File: src/rtl/calc_link_pkg.sv
// Shared definitions for the 48-bit calc operand word link (packetizer and collector).
// Latency: none (types, constants and a pure function only).
// Backpressure: none; the link itself has no flow control.
package calc_link_pkg;

  // Legal application codes; 3'b000 is reserved as the collector's clear code.
  localparam logic [2:0] APP_ADD = 3'b001;
  localparam logic [2:0] APP_SUB = 3'b010;
  localparam logic [2:0] APP_MUL = 3'b011;

  localparam logic [2:0] PKT_HI = 3'b000;
  localparam logic [2:0] PKT_LI = 3'b001;

  localparam logic OPERAND_A = 1'b0;
  localparam logic OPERAND_B = 1'b1;

  localparam logic [47:0] IDLE_WORD = 48'h0;

  // Word field positions.
  localparam int APP_MSB = 47;
  localparam int APP_LSB = 45;
  localparam int AB_BIT  = 44;
  localparam int SEL_BIT = 43;
  localparam int PKT_MSB = 42;
  localparam int PKT_LSB = 40;
  localparam int PAY_MSB = 39;
  localparam int PAY_LSB = 0;

  typedef enum logic [1:0] {
    PK_IDLE = 2'd0,
    PK_SEND = 2'd1,
    PK_GAP  = 2'd2
  } pk_state_t;

  // One captured transaction.
  typedef struct packed {
    logic [79:0] a;
    logic [79:0] b;
    logic [2:0]  app;
    logic        sel;
  } txn_t;

  function automatic logic app_legal(input logic [2:0] code);
    return (code == APP_ADD) || (code == APP_SUB) || (code == APP_MUL);
  endfunction

endpackage

File: src/rtl/calc_word_fmt.sv
// Builds one 48-bit link word from its fields.
// Latency: purely combinational.
// Backpressure: none.
module calc_word_fmt
  import calc_link_pkg::*;
(
  input  logic [2:0]  app,
  input  logic        ab,
  input  logic        sel,
  input  logic [2:0]  packet,
  input  logic [39:0] payload,
  output logic [47:0] word
);

  // Place each field at its fixed bit position.
  always_comb begin
    word                   = IDLE_WORD;
    word[APP_MSB:APP_LSB]  = app;
    word[AB_BIT]           = ab;
    word[SEL_BIT]          = sel;
    word[PKT_MSB:PKT_LSB]  = packet;
    word[PAY_MSB:PAY_LSB]  = payload;
  end

endmodule

File: src/rtl/operand_packetizer.sv
// Serializes {A, B, app, sel} into A-hi, A-lo, B-hi, B-lo words; idle word 0 otherwise.
// Latency: handshake at edge T puts A-hi on dataout in the following cycle; all outputs registered.
// Backpressure: ready low while busy; OPERAND_PACKETIZER_SKID_EN adds a one-entry pending buffer.
module operand_packetizer
  import calc_link_pkg::*;
#(
  parameter int HOLD_CYCLES = 1,
  parameter int IDLE_GAP    = 1
) (
  input  logic        clk,
  input  logic        rst,
  input  logic [79:0] input_a,
  input  logic [79:0] input_b,
  input  logic [2:0]  app,
  input  logic        sel,
  input  logic        start,
  output logic        ready,
  output logic [47:0] dataout,
  output logic        dataout_valid,
  output logic        done,
  output logic        err
);

  if (HOLD_CYCLES < 1 || HOLD_CYCLES > 15) begin : g_bad_hold
    $error("operand_packetizer: HOLD_CYCLES must be in 1..15");
  end
  if (IDLE_GAP < 1 || IDLE_GAP > 15) begin : g_bad_gap
    $error("operand_packetizer: IDLE_GAP must be in 1..15");
  end

  localparam logic [3:0] HOLD_LAST = 4'(HOLD_CYCLES - 1);
  localparam logic [3:0] GAP_LAST  = 4'(IDLE_GAP - 1);

  pk_state_t   state_q, state_d;
  logic [1:0]  word_idx_q, word_idx_d;
  logic [3:0]  hold_q, hold_d;
  logic [3:0]  gap_q, gap_d;
  txn_t        cur_q, cur_d;
  txn_t        in_txn, launch_txn;
  logic        hs, hs_ok, gap_last, launch;
  logic        ready_q, ready_d;
  logic [47:0] dataout_q;
  logic        valid_q, done_q, err_q;
  logic        fmt_ab;
  logic [2:0]  fmt_pkt;
  logic [79:0] fmt_op;
  logic [39:0] fmt_payload;
  logic [47:0] fmt_word;
`ifdef OPERAND_PACKETIZER_SKID_EN
  txn_t        pend_q, pend_d;
  logic        pend_full_q, pend_full_d;
`endif

  // Next-state, counters, capture and pending-buffer control.
  always_comb begin
    hs         = start && ready_q;
    hs_ok      = hs && app_legal(app);
    gap_last   = (state_q == PK_GAP) && (gap_q == GAP_LAST);
    in_txn     = '{a: input_a, b: input_b, app: app, sel: sel};
    state_d    = state_q;
    word_idx_d = word_idx_q;
    hold_d     = hold_q;
    gap_d      = gap_q;
    cur_d      = cur_q;
`ifdef OPERAND_PACKETIZER_SKID_EN
    // A buffered transaction has priority; ready is low whenever it is full.
    launch      = ((state_q == PK_IDLE) || gap_last) && (pend_full_q || hs_ok);
    launch_txn  = pend_full_q ? pend_q : in_txn;
    pend_d      = pend_q;
    pend_full_d = pend_full_q;
    if (launch && pend_full_q) begin
      pend_full_d = 1'b0;
    end
    if (hs_ok && !launch) begin
      pend_d      = in_txn;
      pend_full_d = 1'b1;
    end
`else
    launch     = ((state_q == PK_IDLE) || gap_last) && hs_ok;
    launch_txn = in_txn;
`endif
    if (launch) begin
      state_d    = PK_SEND;
      word_idx_d = 2'd0;
      hold_d     = 4'd0;
      gap_d      = 4'd0;
      cur_d      = launch_txn;
    end else begin
      case (state_q)
        PK_SEND: begin
          if (hold_q == HOLD_LAST) begin
            hold_d = 4'd0;
            if (word_idx_q == 2'd3) begin
              state_d = PK_GAP;
              gap_d   = 4'd0;
            end else begin
              word_idx_d = word_idx_q + 2'd1;
            end
          end else begin
            hold_d = hold_q + 4'd1;
          end
        end
        PK_GAP: begin
          if (gap_last) begin
            state_d = PK_IDLE;
            gap_d   = 4'd0;
          end else begin
            gap_d = gap_q + 4'd1;
          end
        end
        default: begin
          state_d = PK_IDLE;
        end
      endcase
    end
  end

  // Select the fields of the word that will be on the bus next cycle.
  always_comb begin
    fmt_ab      = word_idx_d[1] ? OPERAND_B : OPERAND_A;
    fmt_pkt     = word_idx_d[0] ? PKT_LI : PKT_HI;
    fmt_op      = word_idx_d[1] ? cur_d.b : cur_d.a;
    fmt_payload = word_idx_d[0] ? fmt_op[39:0] : fmt_op[79:40];
  end

  calc_word_fmt u_fmt (
    .app     (cur_d.app),
    .ab      (fmt_ab),
    .sel     (cur_d.sel),
    .packet  (fmt_pkt),
    .payload (fmt_payload),
    .word    (fmt_word)
  );

  // Ready rises during the last gap cycle so a new A-hi directly follows IDLE_GAP idle words.
  always_comb begin
`ifdef OPERAND_PACKETIZER_SKID_EN
    ready_d = !pend_full_d;
`else
    ready_d = (state_d == PK_IDLE) || ((state_d == PK_GAP) && (gap_d == GAP_LAST));
`endif
  end

  // State, counters, holding registers and registered outputs.
  always_ff @(posedge clk) begin
    if (rst) begin
      state_q    <= PK_IDLE;
      word_idx_q <= 2'd0;
      hold_q     <= 4'd0;
      gap_q      <= 4'd0;
      cur_q      <= '0;
      ready_q    <= 1'b1;
      dataout_q  <= IDLE_WORD;
      valid_q    <= 1'b0;
      done_q     <= 1'b0;
      err_q      <= 1'b0;
    end else begin
      state_q    <= state_d;
      word_idx_q <= word_idx_d;
      hold_q     <= hold_d;
      gap_q      <= gap_d;
      cur_q      <= cur_d;
      ready_q    <= ready_d;
      dataout_q  <= (state_d == PK_SEND) ? fmt_word : IDLE_WORD;
      valid_q    <= (state_d == PK_SEND);
      done_q     <= (state_d == PK_SEND) && (word_idx_d == 2'd3) && (hold_d == HOLD_LAST);
      err_q      <= hs && !app_legal(app);
    end
  end

`ifdef OPERAND_PACKETIZER_SKID_EN
  // One-entry pending buffer for a transaction accepted while busy.
  always_ff @(posedge clk) begin
    if (rst) begin
      pend_q      <= '0;
      pend_full_q <= 1'b0;
    end else begin
      pend_q      <= pend_d;
      pend_full_q <= pend_full_d;
    end
  end
`endif

  assign ready         = ready_q;
  assign dataout       = dataout_q;
  assign dataout_valid = valid_q;
  assign done          = done_q;
  assign err           = err_q;

endmodule
File: config.mk
export PLATFORM = sky130hd
export DESIGN_NAME = operand_packetizer
export DESIGN_NICKNAME = d
export VERILOG_FILES = /design/src/rtl/calc_link_pkg.sv /design/src/rtl/calc_word_fmt.sv /design/src/rtl/operand_packetizer.sv
export SDC_FILE = /design/constraint.sdc
export NUM_CORES = 1
export LEC_CHECK = 0
export BUFFER_PORTS_ARGS = -buffer_cell sky130_fd_sc_hd__clkbuf_2
export CAP_MARGIN = 20
export CORE_UTILIZATION = 49
export DETAILED_ROUTE_END_ITERATION = 12
export GPL_TIMING_DRIVEN = 0
export MAX_ROUTING_LAYER = met4
export PLACE_DENSITY = 0.77
export SLEW_MARGIN = 20
export SYNTH_ARGS = -nofsm -noshare
export SYNTH_HDL_FRONTEND = slang
export SYNTH_SLANG_ARGS = --single-unit
File: constraint.sdc
create_clock -name clk -period 1.9 [get_ports clk]
set_input_delay 0.57 -clock clk [delete_from_list [all_inputs] [get_ports clk]]
set_output_delay 0.57 -clock clk [all_outputs]
set_load 0.01 [all_outputs]
== Word level (Yosys, flattened, before mapping) ==
Index checks and enable logic that the tools add are counted.
Storage, ports and cells
  logic and storage cells: 68
  register bits after elaboration: 228
  input bits: 167
Cells by class
  reduce and logical (&&, ||, !) cells: 20
  bitwise operators: 1
  add/sub/neg operators: 3
  equality and inequality tests: 9
  muxes and demuxes: 22
Operator list (count)
  164-bit 2-to-1 mux: 1
  80-bit 2-to-1 mux: 1
  40-bit 2-to-1 mux: 1
  4-bit 2-to-1 mux: 7
  4-bit logical NOT: 4
  2-bit 2-to-1 mux: 8
  4-bit by 1-bit adder with 4-bit output, second input constant: 2
  2-bit == test, second input constant: 4
  1-bit logical AND: 8
  4-bit one-hot mux with 2 select lines: 1
  3-bit by 2-bit == test with 1-bit output, second input constant: 2
  2-bit by 1-bit == test with 1-bit output, second input constant: 2
  2-bit logical NOT: 2
  1-bit logical OR: 4
  2-bit one-hot mux with 2 select lines: 1
  3-bit by 1-bit == test with 1-bit output, second input constant: 1
  2-bit by 1-bit adder with 2-bit output, second input constant: 1
  1-bit 2-to-1 mux: 2
  2-bit OR reduction: 1
  1-bit logical NOT: 1
  1-bit NOT: 1

== Logic depth before layout (Yosys ltp) ==
Gate-level depths: netlist of run 1.
  depth after elaboration: 9
  mapped depth: 10
  depth with buffers taken out: 7

== By module ==
A second synthesis of run 1 with hierarchy kept.
Second synthesis, totals
  cells, all modules: 1216
  area total of the unflattened synthesis: 9805.7 µm²
Modules (own cells, without submodules)
  operand_packetizer: times used 1, area an instance 9445.3 µm², cells an instance 1168
  calc_word_fmt: times used 1, area an instance 360.3 µm², cells an instance 48

== Worst setup path before layout of run 1 ==
Ideal clock, no wire load.
  kind: reg-to-reg
  start: register state_q[1]
  end: register dataout_q[0], in the netlist dataout[0]
  slack: -0.104 ns
  stages on the path, launching flop included: 10
  buffers on the path: 2
  data required time: 1.785 ns
  library setup time: 0.115 ns
  data arrival time: 1.890 ns
  cells stage by stage: dfxtp_1 -> inv_1 -> ha_1 -> buf_2 -> and4bb_2 -> mux2i_1 -> nand2b_1 -> buf_2 -> a21oi_1 -> o21a_1
On the way
  longest elaborated chain between the ends: 8
RTL lines
  start, declared: RTL line operand_packetizer.sv:34  | pk_state_t state_q, state_d;
  start signal, assigned: RTL line operand_packetizer.sv:158  | state_q <= state_d;
  2-bit == test: RTL line operand_packetizer.sv:58, operand_packetizer.sv:89
  1-bit logical AND: RTL line operand_packetizer.sv:58  | gap_last = (state_q == PK_GAP) && (gap_q == GAP_LAST);
  2-bit 2-to-1 mux / 1-bit logical OR (equally long branches): RTL line operand_packetizer.sv:104, operand_packetizer.sv:79
  2-bit one-hot mux with 2 select lines / 1-bit logical AND (equally long branches): RTL line operand_packetizer.sv:89, operand_packetizer.sv:79
  2-bit 2-to-1 mux: RTL line operand_packetizer.sv:82  | if (launch) begin
  2-bit by 1-bit == test with 1-bit output: RTL line operand_packetizer.sv:164  | dataout_q <= (state_d == PK_SEND) ? fmt_word : IDLE_WORD;
  1-bit NOT (no source line)
  2-bit OR reduction (no source line)
  end signal, assigned: RTL line operand_packetizer.sv:164
  end, declared: RTL line operand_packetizer.sv:42  | logic [47:0] dataout_q;
Parallel ways exist; a longest one is shown, timed or not.
A chain may end at the register's enable or synchronous reset.

== Worst setup path after layout of run 1 ==
Same ends and word-level chain as after synthesis.

==> results of run 1 <==
-- critical path, cell delays in order (launching register included) --
cell	delay, ps
dfxtp_4	350
inv_4	60
ha_4	150
buf_8	90
and4bb_2	270
mux2i_4	340
nand2b_4	200
buf_12	150
buf_8	130
a21oi_4	30
o21a_1	210
-- report_power, final --
group | switching (mW) | internal, mW | leakage (nW)
clock | 1.86 | 3.10 | 0.419
combinational | 0.728 | 0.574 | 2.77
sequential | 0.0889 | 4.91 | 1.84
-- state kept, by name (all words and copies together) (netlist names) --
name           count
state_q            2
dataout_valid      1
word_idx_q         2
done               1
err                1
gap_q              4
cur_q            164
ready              1
hold_q             4
dataout           46
-- through the flow --
step / instance area [um^2] / hold WS [ps]
global placement: 10800 / 407
floorplan: 9450 / 401
global route: 12800 / 275
detailed placement: 10800 / 418
CTS: 12300 / 265
finish: 12800 / 276
-- cell type report --
class / count / area, um^2
Fill cell: 1536 / 5940
Multi-Input combinational cell: 907 / 4730
Sequential cell: 226 / 4540
Timing Repair Buffer: 247 / 1550
Buffer: 100 / 818
Clock buffer: 36 / 747
Tap cell: 234 / 293
Clock inverter: 5 / 100
Inverter: 12 / 50.0
-- final timing paths --
check | cells past startpoint | to | from | slack, ps
setup / recovery | 10 | dataout[0]$_SDFF_PP0_ | state_q[1]$_SDFF_PP0_ | -210
hold / removal | 3 | cur_q[87]$_SDFF_PP0_ | input_a[3] | 280
setup reg to reg | 10 | dataout[0]$_SDFF_PP0_ | state_q[1]$_SDFF_PP0_ | -210
hold reg to reg | 2 | cur_q[3]$_SDFF_PP0_ | cur_q[3]$_SDFF_PP0_ | 430
-- repair_timing --
item,CTS,global route
resized for setup,134,73
cloned,4,6
setup endpoints to repair,221,219
setup buffers,14,8
pin swaps,2,12
-- cell usage after synthesis, types with 2 or more instances --
cell type / count
nand2_1: 457
a21oi_1: 259
dfxtp_1: 226
nor2_1: 51
buf_2: 49
a211oi_1: 41
o21a_1: 40
clkbuf_1: 33
buf_4: 12
inv_1: 11
nand3_1: 9
ha_1: 7
buf_6: 6
nand2b_1: 3
o21ai_0: 3
and2_1: 2
and4bb_1: 2
mux2i_1: 2
nand4_1: 2
nor3_1: 2
-- kinds of logic after synthesis --
family                     synth area share
muxes                               0.00212
DFF                                   0.480
and+or+nand+nor                       0.224
other                              0.000397
xor gates and xnor gates           0.000928
buffers and inverters                0.0606
AOI/OAI and AO/OA                     0.223
adders and majority gates           0.00928
-- routing by layer --
| metal | vias up | wire, um |
|---|---|---|
| met5 | - | 0 |
| met4 | 0 | 743 |
| met3 | 70 | 2180 |
| met2 | 429 | 14400 |
| met1 | 4569 | 13100 |
| li1 | 4672 | - |
==> impl_results.md, run 1 <==
* Most Crowded Layer GR: met2
* Total track usage at 0.302
* Avg Synthesized Cell Area at between 7 and 8 um^2
* CTS buffer count at 24
* Hold Violations, Final at 0
* WP data arrival at ~2500 ps
* Setup violations, final at 208
* Layout cells sized above 1 at 0.302
* Post-Syn Instances at 1,244
* Buffers added on ports at 215
* CP Capture Type: flop
* Final Power at about 11 mW
* Core Util, Final at 0.683
* Fin crit period at ~2100 ps
* CTS tree: done
* Pleak at 5.02 nW
* Area Overhead vs Synth at 36.0%
* Worst hold path class: input port to flop
* M3 GR Usage at 0.0374
* Synth async-reset ratio at 0
* Relative slew slack at 0.397
* Iteration-0 DRC Markers at 837
* Largest cells by area after synthesis: dfxtp_1 48%, nand2_1 18%, a21oi_1 14%
* CTS root buf: clkbuf_16
* Die area at around 0.02 mm^2
* Synth Flop Type: dfxtp_1
* First-pass GRT wire length at around 46,000 um
* Post-detail-place hpwl at around 20,000 um
* Drt pass-1 iters at 5
* Largest net degree at the start of global routing at 14
* Vias per inst at 5.51
* Initial antenna violation count at 0
* Initial core utilization at 0.503
* Most common cell after layout, fill and taps aside: nand2_1
* Met1 Use GR at 0.387
* Yosys cell types at 47
* Drt wl/cell at 17.2 um
* F_max at 0.473 GHz
* Die Width at 141 um
* Placeable Area at 0.0188 mm^2
* Crit Path Class: flop to flop
* Max-Cap Viols at 0
* Yosys top cell area share at 0.480
* Nets@finish at 1,692
* Failing checks: negative setup slack
* Max FO, Critical Path at 6
* Cell taking the most area after synthesis: dfxtp_1
* Synthesis Warnings at 0
* Worst vdd ir at 0.704 mV
* Post-synthesis sequential area ratio at 0.480
* DRC at 0
* Antenna cell count at 0
* Total wire length at 30,400 um
* Setup ws final at -214 ps
* Placed Cells incl. Taps at 1,694
* Via count at 9,740
* Gr ovfl total at 0
* Mapped cell area at 0.00944 mm^2
* Status: finished, violations left
* Maximum clock path buffer count at 3
* Vias in the first global route at 9,071
* Worst-Skew Late Latency at 510 ps
* Share of the clock period used by the worst path at 1.11
* Io pins at about 220
* Most frequent cells in the layout: 438 x nand2_1, 228 x a21oi_1, 227 x clkbuf_2
* Antenna Nets Post-Route at 0
* Die Ht at 141 um
* Final GP Congestion at 0.904
* # hold bufs at CTS at 0
* RSZ-0062 raised after global routing: true
* Setup Skew at 11.5 ps
* Worst-margin pin slew at 904 ps
* Slew Viols, Final at 0
* H-tree depth at 1
* Element type at the critical path start: flop
* Clock Sink Count at between 200 and 250
* GRT met2 Usage at 0.491
* Clock slew at reported path FFs at 60 ps
* PwrDens at 878 mW/mm^2
* Cell Rows at 50
* Setup TNS Final at -17,700 ps
* Data required time at the worst endpoint at 2290 ps
* Place WS at -573 ps
* Non-filler cells, final at 1,767
* #FFs+latches synth at between 200 and 250
* EDFF count, synth at 0
Note: power is estimated with default switching activity, not from simulation.
==> run 2: changes to the inputs <==
Settings changed: SETUP_SLACK_MARGIN set to 0.4, SKIP_LAST_GASP set to 1.
==> impl_results.md, run 2 (synthesized netlist as in run 1, its figures left out) <==
* Status: finished, violations left
* Failing checks: negative setup slack
* Element type at the critical path start: flop
* Relative slew slack at 0.478 (+0.0807)
* Cell Rows at 50 (unchanged)
* Hold path cells at 3 (unchanged)
* Fin crit period at 2160 ps (+50.9 ps)
* Die Width at 141 um (unchanged)
* Placeable Area at 0.0188 mm^2 (unchanged)
* CP Depth at 10 (unchanged)
* PwrDens at 812 mW/mm^2 (-7.4%)
* Reg2reg end: dataout[20]$_SDFF_PP0_
* Die Ht at 141 um (unchanged)
* Worst hold path class: input port to flop
* Net Switching at 2.89 mW (+8.0%)
* Worst Path Buf+Inv at 4 (unchanged)
* Buffers added on ports at 215 (unchanged)
* Largest reg by FF count: cur_q
* Hold_sp: input_a[30]
* Drt wl/cell at 18.6 um (+8.0%)
* Setup TNS Final at -28,860 ps (-11,160 ps)
* Initial core utilization at 0.503 (unchanged)
* Drt pass-1 iters at 5 (unchanged)
* Switching Share at 0.258 (+0.0204)
* Placed Cells incl. Taps at 1,694 (unchanged)
* Crit Path Class: flop to flop
* Logic pwr share at 0.145 (+0.029)
* Layout cells sized above 1 at 0.363 (+0.0610)
* Worst-margin pin slew at 783 ps (-121 ps)
* Data required time at the worst endpoint at 2350 ps (+60 ps)
* Final GP Congestion at 0.881 (-2.5%)
* Initial antenna violation count at 0 (unchanged)
* Setup violations, final at 208 (unchanged)
* R2R cell count at 10 (unchanged)
* DRC at 0 (unchanged)
* Largest net degree at the start of global routing at 15 (+1)
* Nets@finish at 1,707 (+0.89%)
* Crit-path leading delay family: compound AO/OA/AOI/OAI gates
* Hold Slack at 275 ps (-1.42 ps)
* Reg2Reg Setup Slack at -260 ps (-50 ps)
* First-pass GRT wire length at 45,800 um (-0.44%)
* Vias in the first global route at 8,879 (-2.1%)
* Pleak at 5.52 nW (+9.8%)
* Max-Cap Viols at 0 (unchanged)
* Slowest-stage cell, CP: dfxtp_4
* Vias per inst at 5.59 (+1.5%)
* Most common cell after layout, fill and taps aside: nand2_1
* Die area at 0.0198 mm^2 (unchanged)
* Int Power at 8.30 mW (-3.2%)
* Non-filler cells, final at 1,782 (+0.85%)
* Io pins at 219 (unchanged)
* RSZ-0062 raised after global routing: true
* H-tree depth at 1 (unchanged)
* Worst vdd ir at 0.729 mV (+3.5%)
* Gr ovfl total at 0 (unchanged)
* Via count at 9,966 (+2.3%)
* Post-detail-place hpwl at 20,300 um (-0.50%)
* Seq pwr share at 0.446 (+0.002)
* Hold Violations, Final at 0 (unchanged)
* Reg2reg start: state_q[0]$_SDFF_PP0_
* CTS tree: done
* Worst-Skew Late Latency at 520 ps (about the same)
* CP Capture Type: flop
* Clock slew at reported path FFs at 60 ps (about the same)
* Antenna Nets Post-Route at 0 (unchanged)
* Slew Viols, Final at 0 (unchanged)
* Worst path most repeated cell: buf_6
* WP data arrival at 2620 ps (+120 ps)
* Max stage delay on crit path at 370 ps (+20 ps)
* Max FO, Critical Path at 8 (+2)
* Area Overhead vs Synth at 46.1%
* Placed Area at 0.0110 mm^2 (+1.7%)
* WHS Endpoint: cur_q[114]$_SDFF_PP0_
* Iteration-0 DRC Markers at 884 (+5.6%)
* Setup ws final at -264 ps (-50.9 ps)
* Setup Skew at 11.3 ps (-0.232 ps)
* Post-route cell area at 0.0138 mm^2 (+7.5%)
* CTS root buf: clkbuf_16
* Maximum clock path buffer count at 3 (unchanged)
* Max reg flops at 164 (unchanged)
* Critical-path cell list: inv_4, ha_4, and4bb_2, o2111a_1, buf_6, nor2_4, buf_4, buf_6, a211oi_2, o21a_1
* F_max at 0.462 GHz (-2.3%)
* Antenna cell count at 0 (unchanged)
* Most frequent cells in the layout: 413 x nand2_1, 226 x clkbuf_2, 220 x dfxtp_1
* Share of the clock period used by the worst path at 1.14 (+0.0268)
* Clock Sink Count at 226 (unchanged)
* Total track usage at 0.301 (-0.000767)
* Clock network fraction of total power at 0.409 (-0.032)
* CTS buffer count at 24 (unchanged)
* Total wire length at 33,100 um (+8.9%)
-- run 2: layout make-up --
type | instances | area [um^2]
well taps | 234 | 293
plain buffers | 100 | 987
multi-input cells | 907 | 5270
clock inverters | 9 | 78.8
repair buffers | 262 | 1880
inverters | 12 | 51.3
clock buffers | 32 | 682
flip-flops and latches | 226 | 4540
fillers | 1342 | 4980
-- run 2: layer usage --
| metal | part of all wire | wire [um] | vias to the layer above | global-route usage |
|---|---|---|---|---|
| met4 | 0.032 | 1060 | 0 | 0.100 |
| met2 | 0.48 | 15900 | 513 | 0.478 |
| met5 | 0 | 0 | - | - |
| met1 | 0.41 | 13500 | 4663 | 0.390 |
| met3 | 0.078 | 2590 | 95 | 0.0499 |
| li1 | - | - | 4695 | - |
-- run 2: repair_timing --
item	4_1_cts	5_1_grt
endpoints found under the setup margin	274	275
pin swaps	8	36
gates cloned	5	18
gates resized for setup	81	252
hold buffers	0	0
setup buffers	16	8
-- run 2: power by group through the flow --
| stage | Clock, mW | Sequential [mW] | Combinational (mW) |
|---|---|---|---|
| final | 4.58 | 5.00 | 1.62 |
| after global routing | 4.79 | 5.01 | 1.71 |
| after CTS | 4.56 | 4.99 | 1.20 |
| after detailed placement | 0 | 5.09 | 1.06 |
| after global placement | 0 | 5.08 | 1.05 |
| after floorplan | 0 | 5.08 | 0.622 |
-- run 2: worst reg2reg max path: cells and delay by family (launching register included) --
kind                     cells  cell delay (ps)
flip-flops                   1              370
adder cells (fa/ha/maj)      1              130
AND/OR/NAND/NOR              2              350
AO/OA/AOI/OAI                3              700
buffers and inverters        4              570
-- run 2: worst max path at each step --
| stage | start | end | slack, ps |
|---|---|---|---|
| floorplan | state_q[1]$_SDFF_PP0_ | dataout[10]$_SDFF_PP0_ | 90 |
| global placement | rst | dataout[45]$_SDFF_PP0_ | -430 |
| detailed placement | rst | dataout[43]$_SDFF_PP0_ | -440 |
| CTS | state_q[1]$_SDFF_PP0_ | dataout[6]$_SDFF_PP0_ | -150 |
| global route | state_q[0]$_SDFF_PP0_ | dataout[24]$_SDFF_PP0_ | -280 |
| finish | state_q[0]$_SDFF_PP0_ | dataout[20]$_SDFF_PP0_ | -260 |
-- run 2: metrics by stage --
| stage | utilization | power (mW) | worst slack (ps) |
|---|---|---|---|
| 2_1_floorplan | - | 5.70 | 85.3 |
| 3_3_place_gp | 0.586 | 6.13 | -430 |
| 3_5_place_dp | 0.586 | 6.15 | -436 |
| 4_1_cts | 0.655 | 10.7 | -149 |
| 5_1_grt | 0.735 | 11.5 | -277 |
| 6_report | 0.735 | 11.2 | -264 |
==> run 3: changes to the inputs <==
Settings changed: CORE_ASPECT_RATIO set to 0.8.
==> impl_results.md, run 3 (synthesized netlist as in run 1, its figures left out) <==
* Placed Area at 0.0110 mm^2 (+0.22%)
* Failing checks: negative setup slack
* Multi-input logic area at 0.00503 mm^2 (-4.5%)
* Hold Violations, Final at 0 (unchanged)
* Slew Viols, Final at 0 (unchanged)
* Final GP Congestion at 0.949 (+7.6%)
* Worst hold path class: input port to flop
* Relative slew slack at 0.462 (-0.0162)
* Critical-path cell list: inv_4, ha_4, and4bb_2, o2111a_1, buf_6, buf_6, buf_6, buf_16, clkbuf_16, nand2_2, a21oi_1
* Worst-Skew Late Latency at 520 ps (about the same)
* Clock slew at reported path FFs at 70 ps (about the same)
* Largest reg by FF count: cur_q
* Die area at 0.0198 mm^2 (about the same)
* Most frequent cells in the layout: 399 x nand2_1, 227 x clkbuf_2, 220 x dfxtp_1
* Die Width at 157 um (+12%)
* Nets@finish at 1,706 (-0.059%)
* Layout cells sized above 1 at 0.353 (-0.00969)
* Element type at the critical path start: flop
* Via count at 10,055 (+0.89%)
* Buffers added on ports at 215 (unchanged)
* CP Capture Type: flop
* Drt pass-1 iters at 6 (+1)
* Iteration-0 DRC Markers at 918 (+3.8%)
* Antenna cell count at 0 (unchanged)
* Placeable Area at 0.0185 mm^2 (-1.4%)
* Share of the clock period used by the worst path at 1.12 (-0.0194)
* Cell Rows at 44 (-12%)
* Vias in the first global route at 8,940 (+0.69%)
* Setup TNS Final at -28,350 ps (+510 ps)
* CTS tree: done
* Hold_sp: input_a[24]
* Data required time at the worst endpoint at 2260 ps (-90 ps)
* Fill cells at 1,419 (+5.7%)
* Area Overhead vs Synth at 43.3%
* Setup ws final at -228 ps (+36.8 ps)
* Clock Sink Count at 226 (unchanged)
* CTS root buf: clkbuf_16
* Max FO, Critical Path at 8 (unchanged)
* Total wire length at 32,900 um (-0.40%)
* Worst vdd ir at 0.613 mV (-16%)
* Setup Skew at 22.7 ps (+11.4 ps)
* Pleak at 5.33 nW (-3.4%)
* Initial antenna violation count at 0 (unchanged)
* Setup violations, final at 209 (+0.48%)
* Post-detail-place hpwl at 21,000 um (+3.4%)
* Seq. cell area at 0.00454 mm^2 (about the same)
* Place WS at -500 ps (-64.1 ps)
* Max reg flops at 164 (unchanged)
* Crit path launch: state_q[0]$_SDFF_PP0_
* Gr ovfl total at 0 (unchanged)
* Total track usage at 0.312 (+0.0108)
* PwrDens at 830 mW/mm^2 (+2.2%)
* Crit Path Class: flop to flop
* F_max at 0.470 GHz (+1.7%)
* WP data arrival at 2490 ps (-130 ps)
* RSZ-0062 raised after global routing: true
* Reg2reg start: state_q[0]$_SDFF_PP0_
* Die Ht at 126 um (-10%)
* Post-route cell area at 0.0135 mm^2 (-2.0%)
* # hold bufs at CTS at 0 (unchanged)
* Status: finished, violations left
* Vias per inst at 5.58 (-0.17%)
* Largest net degree at the start of global routing at 16 (+1)
* Maximum clock path buffer count at 3 (unchanged)
* Worst-margin pin slew at 808 ps (+24.3 ps)
* Final Power at 11.2 mW (+0.17%)
* Slowest-stage cell, CP: dfxtp_4
* First-pass GRT wire length at 46,800 um (+2.2%)
* Io pins at 219 (unchanged)
* CTS buffer count at 22 (-8.3%)
* Drt wl/cell at 18.3 um (-1.4%)
* Most common cell after layout, fill and taps aside: nand2_1
* H-tree depth at 1 (unchanged)
* Max-Cap Viols at 0 (unchanged)
* Antenna Nets Post-Route at 0 (unchanged)
* Initial core utilization at 0.510 (+0.00735)
* Hold Slack at 277 ps (+1.81 ps)
* Fin crit period at 2130 ps (-36.8 ps)
* Max stage delay on crit path at 400 ps (+30 ps)
* DRC at 0 (unchanged)
* Worst path most repeated cell: buf_6
run 3: metrics by stage:
stage,util,std cells
detailed placement,0.596,1713
global route,0.731,1801
global placement,0.596,1713
finish,0.731,1801
CTS,0.683,1783
floorplan,-,1245
run 3: final cells by class:
type / instances / area share
Clock buffer: 31 / 0.0485
Clock inverter: 9 / 0.00944
Tap cell: 253 / 0.0234
Timing Repair Buffer: 263 / 0.133
Inverter: 12 / 0.00407
Sequential cell: 226 / 0.336
Buffer: 100 / 0.0730
Multi-Input combinational cell: 907 / 0.372
run 3: power by group:
| part | switching [mW] | internal (mW) | total, mW | leakage [nW] |
|---|---|---|---|---|
| clock network | 1.89 | 2.82 | 4.71 | 0.386 |
| registers | 0.0969 | 4.90 | 5.00 | 1.84 |
| logic | 0.821 | 0.688 | 1.51 | 3.10 |
run 3: path summary, 6_finish.rpt:
kind / slack, ps / to / cells after the start
worst min-delay path: 280 / cur_q[108]$_SDFF_PP0_ / 3
worst max-delay path: -230 / cur_q[103]$_SDFF_PP0_ / 11
worst min register to register: 440 / cur_q[3]$_SDFF_PP0_ / 2
worst max register to register: -230 / cur_q[103]$_SDFF_PP0_ / 11
run 3: critical path, delay by kind of cell, from the launching register on:
| family | cells | cell delay, ps |
|---|---|---|
| buffers and inverters | 6 | 770 |
| DFF | 1 | 400 |
| AOI/OAI and AO/OA | 2 | 310 |
| and+or+nand+nor | 2 | 330 |
| adders and majority gates | 1 | 150 |
run 3: timing repair:
action	CTS	global route
gates cloned	8	11
pin swaps	43	27
resized for setup	136	156
setup buffers	22	7
endpoints found under the setup margin	275	275
run 3: metal layers:
metal	vias up	global-route usage	wire, um
met4	0	0.0822	956
met5	-	-	0
li1	4700	-	-
met3	88	0.0468	3350
met1	4687	0.432	14000
met2	580	0.473	14600
